**src/rtl/systolic_feed_ctrl.sv**
```systemverilog
// Sequences one pass of an N x N output-stationary array: SRAM reads, diagonal skew, PE control.
// Latency: CLEAR 1 cycle, FEED K cycles, DRAIN 2N-1 cycles; result_valid 2N+K+1 cycles after start.
// Backpressure: results are held valid in HOLD until result_ack; start is only taken in IDLE.
module systolic_feed_ctrl #(
  parameter int N      = 4,
  parameter int K      = 4,
  parameter int DATA_W = 16,
  parameter int ADDR_W = 3   // 2**ADDR_W must cover K words
) (
  input  logic                clk,
  input  logic                rst,
  input  logic                start,
  output logic                busy,
  output logic                rd_en,
  output logic [ADDR_W-1:0]   rd_addr,
  input  logic [N*DATA_W-1:0] act_rd_data,
  input  logic [N*DATA_W-1:0] wgt_rd_data,
  output logic [N*DATA_W-1:0] act_out,
  output logic [N*DATA_W-1:0] wgt_out,
  output logic                pe_en,
  output logic                pe_clr,
  output logic                result_valid,
  input  logic                result_ack
);

  localparam int MAXD = (K > 2*N) ? K : 2*N;
  localparam int CW   = $clog2(MAXD) + 1;
  localparam logic [CW-1:0] FEED_LAST  = CW'(K - 1);
  localparam logic [CW-1:0] DRAIN_LAST = CW'(2*N - 2);

  typedef enum logic [2:0] {
    S_IDLE,
    S_CLEAR,
    S_FEED,
    S_DRAIN,
    S_HOLD
  } state_t;

  state_t            state_q;
  logic [CW-1:0]     cnt_q;
  logic              busy_q;
  logic              rd_en_q;
  logic [ADDR_W-1:0] rd_addr_q;
  logic              pe_en_q;
  logic              pe_clr_q;
  logic              result_valid_q;

  // Look-ahead for the read issued in the next FEED cycle: word cnt+2 while it still exists.
  logic [CW-1:0]     cnt_d;
  logic              feed_rd_d;
  logic [ADDR_W-1:0] feed_addr_d;

  // Counter increment and next-read address/strobe, derived from the current FEED count.
  always_comb begin
    cnt_d       = cnt_q + 1'b1;
    feed_rd_d   = (32'(cnt_q) + 32'd2) < 32'(K);
    feed_addr_d = '0;
    if (feed_rd_d) begin
      feed_addr_d = ADDR_W'(cnt_q + CW'(2));
    end
  end

  // Pass sequencer: state, counter and all control outputs are registered together.
  always_ff @(posedge clk or posedge rst) begin
    if (rst) begin
      state_q        <= S_IDLE;
      cnt_q          <= '0;
      busy_q         <= 1'b0;
      rd_en_q        <= 1'b0;
      rd_addr_q      <= '0;
      pe_en_q        <= 1'b0;
      pe_clr_q       <= 1'b0;
      result_valid_q <= 1'b0;
    end else begin
      case (state_q)
        S_IDLE: begin
          if (start) begin
            state_q   <= S_CLEAR;
            cnt_q     <= '0;
            busy_q    <= 1'b1;
            pe_clr_q  <= 1'b1;
            rd_en_q   <= 1'b1;
            rd_addr_q <= '0;
          end
        end
        S_CLEAR: begin
          state_q  <= S_FEED;
          cnt_q    <= '0;
          pe_clr_q <= 1'b0;
          pe_en_q  <= 1'b1;
          // Word 0 was read in CLEAR; the first FEED cycle reads word 1 if the pass has one.
          if (K > 1) begin
            rd_en_q   <= 1'b1;
            rd_addr_q <= ADDR_W'(1);
          end else begin
            rd_en_q   <= 1'b0;
            rd_addr_q <= '0;
          end
        end
        S_FEED: begin
          if (cnt_q == FEED_LAST) begin
            state_q   <= S_DRAIN;
            cnt_q     <= '0;
            rd_en_q   <= 1'b0;
            rd_addr_q <= '0;
          end else begin
            cnt_q     <= cnt_d;
            rd_en_q   <= feed_rd_d;
            rd_addr_q <= feed_addr_d;
          end
        end
        S_DRAIN: begin
          if (cnt_q == DRAIN_LAST) begin
            state_q        <= S_HOLD;
            cnt_q          <= '0;
            pe_en_q        <= 1'b0;
            result_valid_q <= 1'b1;
          end else begin
            cnt_q <= cnt_d;
          end
        end
        S_HOLD: begin
          // A start coincident with the ack is dropped: IDLE must see it afresh.
          if (result_ack) begin
            state_q        <= S_IDLE;
            busy_q         <= 1'b0;
            result_valid_q <= 1'b0;
          end
        end
        default: begin
          state_q        <= S_IDLE;
          cnt_q          <= '0;
          busy_q         <= 1'b0;
          rd_en_q        <= 1'b0;
          rd_addr_q      <= '0;
          pe_en_q        <= 1'b0;
          pe_clr_q       <= 1'b0;
          result_valid_q <= 1'b0;
        end
      endcase
    end
  end

  assign busy         = busy_q;
  assign rd_en        = rd_en_q;
  assign rd_addr      = rd_addr_q;
  assign pe_en        = pe_en_q;
  assign pe_clr       = pe_clr_q;
  assign result_valid = result_valid_q;

  // SRAM data only counts in FEED; everywhere else zeros are pushed into the skew lanes.
  logic [N*DATA_W-1:0] act_gated;
  logic [N*DATA_W-1:0] wgt_gated;

  // Gate the returned SRAM words by FEED so stale read data never enters the array.
  always_comb begin
    act_gated = '0;
    wgt_gated = '0;
    if (state_q == S_FEED) begin
      act_gated = act_rd_data;
      wgt_gated = wgt_rd_data;
    end
  end

  // Diagonal skew: lane i passes through i zero-reset register stages.
  for (genvar i = 0; i < N; i++) begin : g_lane
    if (i == 0) begin : g_direct
      assign act_out[DATA_W-1:0] = act_gated[DATA_W-1:0];
      assign wgt_out[DATA_W-1:0] = wgt_gated[DATA_W-1:0];
    end else begin : g_delay
      logic [DATA_W-1:0] act_q [i];
      logic [DATA_W-1:0] wgt_q [i];

      // Shift the lane along its delay line one stage per cycle.
      always_ff @(posedge clk or posedge rst) begin
        if (rst) begin
          for (int s = 0; s < i; s++) begin
            act_q[s] <= '0;
            wgt_q[s] <= '0;
          end
        end else begin
          act_q[0] <= act_gated[i*DATA_W +: DATA_W];
          wgt_q[0] <= wgt_gated[i*DATA_W +: DATA_W];
          for (int s = 1; s < i; s++) begin
            act_q[s] <= act_q[s-1];
            wgt_q[s] <= wgt_q[s-1];
          end
        end
      end

      assign act_out[i*DATA_W +: DATA_W] = act_q[i-1];
      assign wgt_out[i*DATA_W +: DATA_W] = wgt_q[i-1];
    end
  end

endmodule

```
**config.mk**
```make
export PLATFORM = sky130hd
export DESIGN_NAME = systolic_feed_ctrl
export DESIGN_NICKNAME = d
export VERILOG_FILES = /design/src/rtl/systolic_feed_ctrl.sv
export SDC_FILE = /design/constraint.sdc
export NUM_CORES = 1
export LEC_CHECK = 0
export CAP_MARGIN = 10
export CORE_ASPECT_RATIO = 0.6
export CORE_UTILIZATION = 35
export DETAILED_ROUTE_END_ITERATION = 10
export PLACE_DENSITY = 0.66
export SKIP_CTS_REPAIR_TIMING = 1
export SLEW_MARGIN = 10
export SYNTH_ARGS = -nofsm -noshare
export SYNTH_HDL_FRONTEND = slang
export SYNTH_SLANG_ARGS = --single-unit
```
**constraint.sdc**
```tcl
create_clock -name clk -period 12.1 [get_ports clk]
set_clock_uncertainty 0.2 [all_clocks]
set_input_delay 1.21 -clock clk [delete_from_list [all_inputs] [get_ports clk]]
set_output_delay 1.21 -clock clk [all_outputs]
set_load 0.01 [all_outputs]
```
# ---- After elaboration in Yosys (flattened, before gate mapping)
# Index checks and enable logic that the tools add are counted.
dict set report op_classes {
  add_sub_neg 3
  n_mul 0
  div_mod_pow 0
  n_lt_le_gt_ge 1
  eq_ne 10
  shift 0
  muxes 25
  n_bitwise 6
  reduce_logical 13
}
# op n
set op_table {}
lappend op_table {{$mux W64} 2}
lappend op_table {{$mux W3} 7}
lappend op_table {{$pmux W4 S4} 1}
lappend op_table {{$pmux W3 S5} 1}
lappend op_table {{$mux W4} 3}
lappend op_table {{$pmux W3 S4} 1}
lappend op_table {{$reduce_or A3 Y1} 4}
lappend op_table {{$pmux W1 S3} 3}
lappend op_table {{$ne A2 B2 Y1 const B} 4}
lappend op_table {{$reduce_and A2 Y1} 4}
lappend op_table {{$eq A3 B2 Y1 const B} 2}
lappend op_table {{$not A1 Y1} 6}
lappend op_table {{$reduce_and A3 Y1} 2}
lappend op_table {{$add A4 B2 Y5 const B} 1}
lappend op_table {{$lt A5 B3 Y1 const B} 1}
lappend op_table {{$mux W1} 5}
lappend op_table {{$add A4 B1 Y4 const B} 1}
lappend op_table {{$eq A4 B2 Y1 const B} 1}
lappend op_table {{$eq A4 B3 Y1 const B} 1}
lappend op_table {{$pmux W1 S4} 1}
lappend op_table {{$reduce_and A4 Y1} 1}
lappend op_table {{$add A3 B2 Y3 const B} 1}
lappend op_table {{$eq A3 B1 Y1 const B} 1}
lappend op_table {{$eq A3 B3 Y1 const B} 1}
lappend op_table {{other kinds (3)} 3}
dict set report totals {
  reg_bits 207
  latch_bits 0
  ramBits 0
  romBits 0
  out_inout_bits 136
  memories 0
}

# ---- Depth between registers and ports, before layout
dict set report depth {
  ltp_word 5
  mapped_depth 6
  ltp_nobuf 6
}

# ---- Worst setup path after synthesis
# Ideal clock, no wire load.
dict set report synth_timing {
  path_kind {input-to-output}
  from {in wgt_rd_data[0]}
  to {out wgt_out[0]}
  arrival_ns 1.454
  t_required_ns 10.690
  setup_slack_ns 9.236
  stages 2
  path_buffers 1
  path_cell_list {and2_1 buf_4}
}
dict set report synth_between {
  elab_chain_cells 1
}
# element line_no
set synth_rtl {}
lappend synth_rtl {{start, declared} 17} ;# input logic [N*DATA_W-1:0] wgt_rd_data,
lappend synth_rtl {{$mux W64} 159} ;# if (state_q == S_FEED) begin
lappend synth_rtl {{end, declared} 19} ;# output logic [N*DATA_W-1:0] wgt_out,
# Every way passes these cells.

# ---- Worst setup path after layout
dict set report layout_timing {
  from {reg state_q[2]}
  to {out wgt_out[5]}
}
dict set report layout_between {
  elab_chain_cells 2
}
# element line_no
set layout_rtl {}
lappend layout_rtl {{start, declared} 39} ;# state_t state_q;
lappend layout_rtl {{start signal, assigned} 66} ;# state_q <= S_IDLE;
lappend layout_rtl {{start signal, assigned} 78} ;# state_q <= S_CLEAR;
lappend layout_rtl {{start signal, assigned} 87} ;# state_q <= S_FEED;
lappend layout_rtl {{$eq A3 B2 Y1} 159}
lappend layout_rtl {{$mux W64} 159}
# Every way passes these cells.

==> results_dict.tcl <==
set metrics [dict create \
    status "finished clean" \
    num_rows 40 \
    ant_nets 0 \
    cts_root_buffer "clkbuf_16" \
    fp.dieW_um 187 \
    clock.fmax_mhz 208 \
    cts_max_level 1 \
    ys.flop_type "dfrtp_1" \
    holdPathStages 0 \
    rsz0062_at_grt "no" \
    top_layer_used "met4" \
    syn_inst 511 \
    seq_area_frac_synth_pct 72.0 \
    crit_path_end_kind "output port" \
    power_mw 2.22 \
    syn_nets 646 \
    wl_met3_mm 1.61 \
    avgViaCountPerCell 4.13 \
    ir_worst_vdd_mv 0.0970 \
    design_area_um2 10100 \
    synth_area_leader_cell "dfrtp_1" \
    coreArea_um2 20100 \
    p_leak_nw 4.60 \
    setup_viol 0 \
    cts_buffers 20 \
    drt_iter0_drc 195 \
    cts_sinks 207 \
    first_pass_iters 5 \
    seqPwrFrac_pct 43.5 \
    finalHoldViolations 0 \
    layout-area-overhead-vs-synth_pct 40.5 \
    grt_pass1_wl_mm 23.4 \
    path_max_fanout 96 \
    dpl.cell_count 940 \
    grt_use_total_pct 14.2 \
    synthDominantCellAreaShare_pct 72.0 \
    grt_pass1_vias 4333 \
    tritoncts "built" \
    grt_overflow 0 \
    tightest_slew_ps 973 \
    start_util_pct 35.9 \
    path_clk_slew_ps 60 \
    netlist_area_um2 7200 \
    syn_area_per_cell_um2 14.1 \
    layout.nets 824 \
    synth_seq_cells 207 \
    wl_per_cell_um 15.5 \
    p_switching_uw 613 \
    antenna-diode-count 0 \
    timing.final.crit_share_pct 39.8 \
    grt_antenna_before_repair 0 \
    swShare_pct 27.6 \
    arrival_ps 3400 \
    synth.area.top_cells "dfrtp_1 (72%), and2_1 (11%), buf_4 (10%)" \
    finalWeightedCongestion 0.803 \
    synth_cell_types 33 \
    async_flop_share_pct 100 \
    worstSetupStartpointType "flip-flop" \
    dieArea_um2 21200 \
    cellInternalPower_mw 1.61 \
    drt-total-wl_mm 15.1 \
    clkLatencyLatePin_ps 490 \
    hold_class "flip-flop to flip-flop" \
    vias 4027 \
    wl_met2_mm 6.60 \
    clk_path_buf_depth 3 \
    fin_cells 976 \
    setup_tns_ps 0 \
    crit_type "flip-flop to output port" \
    cap_violations 0 \
    synth_edf_count 0 \
    crit_required_ps 10690 \
    dpl.hpwl_mm 10.5 \
    fin_crit_ps 4810 \
    slew_viol_final 0 \
    power_frac_comb_pct 28.6 \
    drc 0 \
    post_dp_cell_area_um2 9440 \
    grt_max_degree 134 \
    met1Wirelength_mm 6.53 \
    worstRegToRegCells 5 \
    power_frac_clock_pct 28.0 \
    die_y_um 113 \
    port_buffers 267 \
    max_slew_margin_pct 35.0 \
    yosysWarnings 0 \
    p_per_area_nw_per_um2 220 \
    layout-drive-gt1-share_pct 5.97 \
    io_pins 268 \
]
-- power groups by stage --
stage               logic (mW)  registers (mW)  clock network, mW
floorplan                0.395           0.973                  0
global placement         0.633           0.969                  0
detailed placement       0.642           0.981                  0
CTS                      0.647           0.971              0.645
global route             0.690           0.988              0.674
finish                   0.636           0.967              0.622
-- flip-flops by register name (all words and copies together), names as in the netlist --
name                  flops
rd_en                     1
cnt_q                     4
rd_addr                   3
wgt_out                  32
pe_clr                    1
pe_en                     1
busy                      1
state_q                   3
g_lane.g_delay.wgt_q     64
result_valid              1
g_lane.g_delay.act_q     64
act_out                  32
-- cell usage in the layout (no fill, tap or decap), drive strengths merged, types with 2 or more instances in the layout --
cell type	n
o21ai	8
clkinv	5
ha	3
nand2	9
clkbuf	27
clkdlybuf4s50	267
mux2i	2
dfrtp	207
and2	130
nor2	2
o31ai	2
buf	2
a21oi	4
nand3b	3
o2bb2ai	4
nand3	5
clkinvlp	2
a21boi	2
inv	6
-- stage by stage --
stage                     util, %  worst slack [ps]  hold WS [ps]
after floorplan                 -              5040           131
after global placement       47.0              7810           131
after detailed placement     47.0              7690           135
after CTS                    50.4              7170           149
after global routing         50.4              6880           147
final                        50.4              7290           145
-- synth_stat cells, types with 2 or more instances --
master     count
clkbuf_1      10
o21ai_0        7
nand2_1        9
mux2i_1        2
dfrtp_1      207
o31ai_1        2
buf_4         99
and2_1       129
nand3_1        5
ha_1           3
a21boi_0       2
a21oi_1        4
inv_1          5
o2bb2ai_1      4
clkbuf_2       3
nand3b_1       3
-- critical path, cell delays in order, from the launching register on --
cell and delay [ps]:
dfrtp_1 530, nor3b_4 860, buf_4 690, and2_1 230
clkdlybuf4s50_1 530
-- cell type report --
type,count,area (um^2)
fill,1716,9960
sequential,207,5180
timing repair buffer,269,2690
multi-input combinational,186,1200
clock buffer,27,588
tap,273,342
clock inverter,9,81.3
inverter,5,26.3
-- final timing paths --
kind                                                     to  slack (ps)                   startpoint
min in group asynchronous                       act_out[60]        1100                          rst
worst min register to register  g_lane[3].g_delay.wgt_q[17]         150  g_lane[3].g_delay.wgt_q[33]
worst max-delay path                             wgt_out[5]        7290                   state_q[2]
worst max register to register                        rd_en        9030                   state_q[2]
max in group asynchronous       g_lane[3].g_delay.wgt_q[38]        9030                          rst
worst min-delay path            g_lane[3].g_delay.wgt_q[17]         150  g_lane[3].g_delay.wgt_q[33]
-- cells by family after synthesis --
group                    synth area share (%)
flip-flops                               72.0
AND/OR/NAND/NOR                          13.1
buffers and inverters                    11.4
AO/OA/AOI/OAI                            2.64
adder cells (fa/ha/maj)                 0.522
multiplexers                            0.278
XOR/XNOR                                0.122
-- per-layer routing --
metal | track usage (%) | vias up
met5 | 0 | -
met4 | 3.28 | 0
met3 | 6.58 | 30
met2 | 21.7 | 183
met1 | 18.5 | 1970
li1 | - | 1844
Note: power is estimated with default switching activity, not from simulation.
==> RTL change, RTL diff (same flow settings) <==
Set the parameter `ADDR_W` to 2 (it was 3).
--- a/src/rtl/systolic_feed_ctrl.sv
+++ b/src/rtl/systolic_feed_ctrl.sv
@@ -6,5 +6,5 @@
   parameter int K      = 4,
   parameter int DATA_W = 16,
-  parameter int ADDR_W = 3   // 2**ADDR_W must cover K words
+  parameter int ADDR_W = 2   // 2**ADDR_W must cover K words
 ) (
   input  logic                clk,
Interface: changed (resized rd_addr); port bits go from 268 to 267. The function was not compared with the original's and may differ.
==> RTL change against the unedited design <==
Register-to-register slack gained 0.80 ns. Maximum frequency is 18% higher. Design area fell by 0.33%. Routed wire length down 5.8%. Combinational power is 4.4% higher. Critical path depth unchanged. Total power rose by 2.1%. Area after synthesis about the same. Sequential cell count fell by 1. Core utilization shrank 0.17 points. Setup slack better by 0.72 ns. Synthesized cell count is 0.20% lower. Die area is essentially flat. Highest routed layer unchanged.
==> RTL change: results (changes against the unedited design) <==
[sta]
holdWs_ns = 0.143  ; -0.00217 ns
slew_headroom = 0.400  ; +0.0493
maxSlewViolCount = 0  ; unchanged

[synthesis]
synth-seq-area-share = 0.717  ; -0.00335
async_flop_share = 1.00  ; unchanged
yosysWarnings = 0  ; unchanged
synth_common_cells = dfrtp_1, and2_1, buf_4
synth.area.top_cells = dfrtp_1, and2_1, buf_4
syn_nets = 645  ; -0.15%
ys_types = 35  ; +6.1%

[layout]
reg_top3 = g_lane.g_delay.act_q: 64 flops, g_lane.g_delay.wgt_q: 64 flops
drive_above_1_share = 0.0598  ; +0.0000851
num_antenna_cells = 0  ; unchanged
nets = 824  ; unchanged

[setup_path]
reg2reg_from = state_q[1]
rrSetupSlack_ns = 9.83  ; +0.80 ns
cp_max_fo = 77  ; -20%
r2r-end = rd_en
crit_arrival_ns = 2.68  ; -0.72 ns
reg2reg_depth = 5  ; unchanged

[pwr]
p_leak_nw = 4.62  ; +0.31%
irDropWorstVdd_uv = 100  ; +3.0%

[outcome]
outcome = complete, no violations

[placed_design]
globalplace.congestion = 0.736  ; -8.3%
portBuffers = 266  ; -0.37%
hpwl_mm = 9.92  ; -5.3%

[clocking]
cts-root-buf = clkbuf_16
cts_buffer_depth = 3  ; unchanged
cts_buffers = 21  ; +5.0%
path_clk_slew_ns = 0.06  ; about the same
cts_htree_levels = 1  ; unchanged
insertion_delay_ns = 0.49  ; about the same

[grt]
grt_antenna_before_repair = 0  ; unchanged
grt_pass1_vias = 4332  ; -0.023%
grt_usage = 0.137  ; -0.00568
grt_pass1_wl_mm = 23.0  ; -1.6%
grt_max_degree = 135  ; +0.75%

[drt]
routed_wl_mm = 14.2  ; -5.8%
drt_iter0_markers = 141  ; -28%
dr.pass1.iters = 4  ; -1
vias_per_cell = 4.10  ; -0.64%

[min_path]
holdPathStages = 0  ; unchanged
hold_path_class = register to register
hold_start = g_lane[3].g_delay.wgt_q[21]
hold_end = wgt_out[53]

==> RTL change: cell type report <==
class,instances,area [µm²]
tap,273,342
timing repair buffer,269,2690
clock inverter,8,75.1
sequential,206,5150
fill,1701,10000
clock buffer,28,582
multi-input combinational,186,1210
inverter,5,26.3
==> RTL change: kinds of logic (layout without fill, tap and decap cells) <==
family	count (synthesis)	count (layout)	share of synthesized area
AND/OR/NAND/NOR	156	156	0.137
buffers and inverters	118	310	0.115
flip-flops	206	206	0.717
adder cells (fa/ha/maj)	3	3	0.00522
AO/OA/AOI/OAI	27	27	0.0257
==> RTL change: stage by stage <==
stage / power [W] / setup slack, ns / cells / cell area, µm²
2_1_floorplan: 0.00141 / 5.07 / 510 / 7190
3_3_place_gp: 0.00166 / 8.37 / 939 / 9420
3_5_place_dp: 0.00168 / 8.31 / 939 / 9420
4_1_cts: 0.00231 / 7.97 / 975 / 10100
5_1_grt: 0.00240 / 7.81 / 975 / 10100
6_report: 0.00227 / 8.01 / 975 / 10100
==> RTL change: worst max path at each step <==
stage	to	slack (ns)	startpoint
2_1_floorplan	act_out[32]	5.07	rst
3_3_place_gp	act_out[13]	8.37	act_rd_data[13]
3_5_place_dp	wgt_out[13]	8.31	wgt_rd_data[13]
4_1_cts	act_out[1]	7.97	state_q[1]
5_1_grt	act_out[2]	7.81	state_q[1]
6_report	act_out[13]	8.01	state_q[1]
==> RTL change: layer usage <==
| layer | part of all wire | wire, µm | vias up | global-route usage |
|---|---|---|---|---|
| li1 | - | - | 1846 | - |
| met4 | 0.022 | 306 | 0 | 0.0372 |
| met1 | 0.44 | 6310 | 1954 | 0.177 |
| met5 | 0 | 0 | - | 0 |
| met2 | 0.45 | 6400 | 173 | 0.215 |
| met3 | 0.084 | 1200 | 24 | 0.0530 |
==> RTL change: report_power, final <==
part | switching [W] | leakage [nW] | internal (W)
combinational | 0.000285 | 1.55 | 0.000379
sequential | 0.0000881 | 2.75 | 0.000905
clock | 0.000253 | 0.324 | 0.000360
==> RTL change: worst max-delay path, cell delays in order (launching register included) <==
cell	delay, ns
dfrtp_1	0.61
nor3b_4	0.27
buf_4	0.53
and2_1	0.22
clkdlybuf4s50_1	0.54
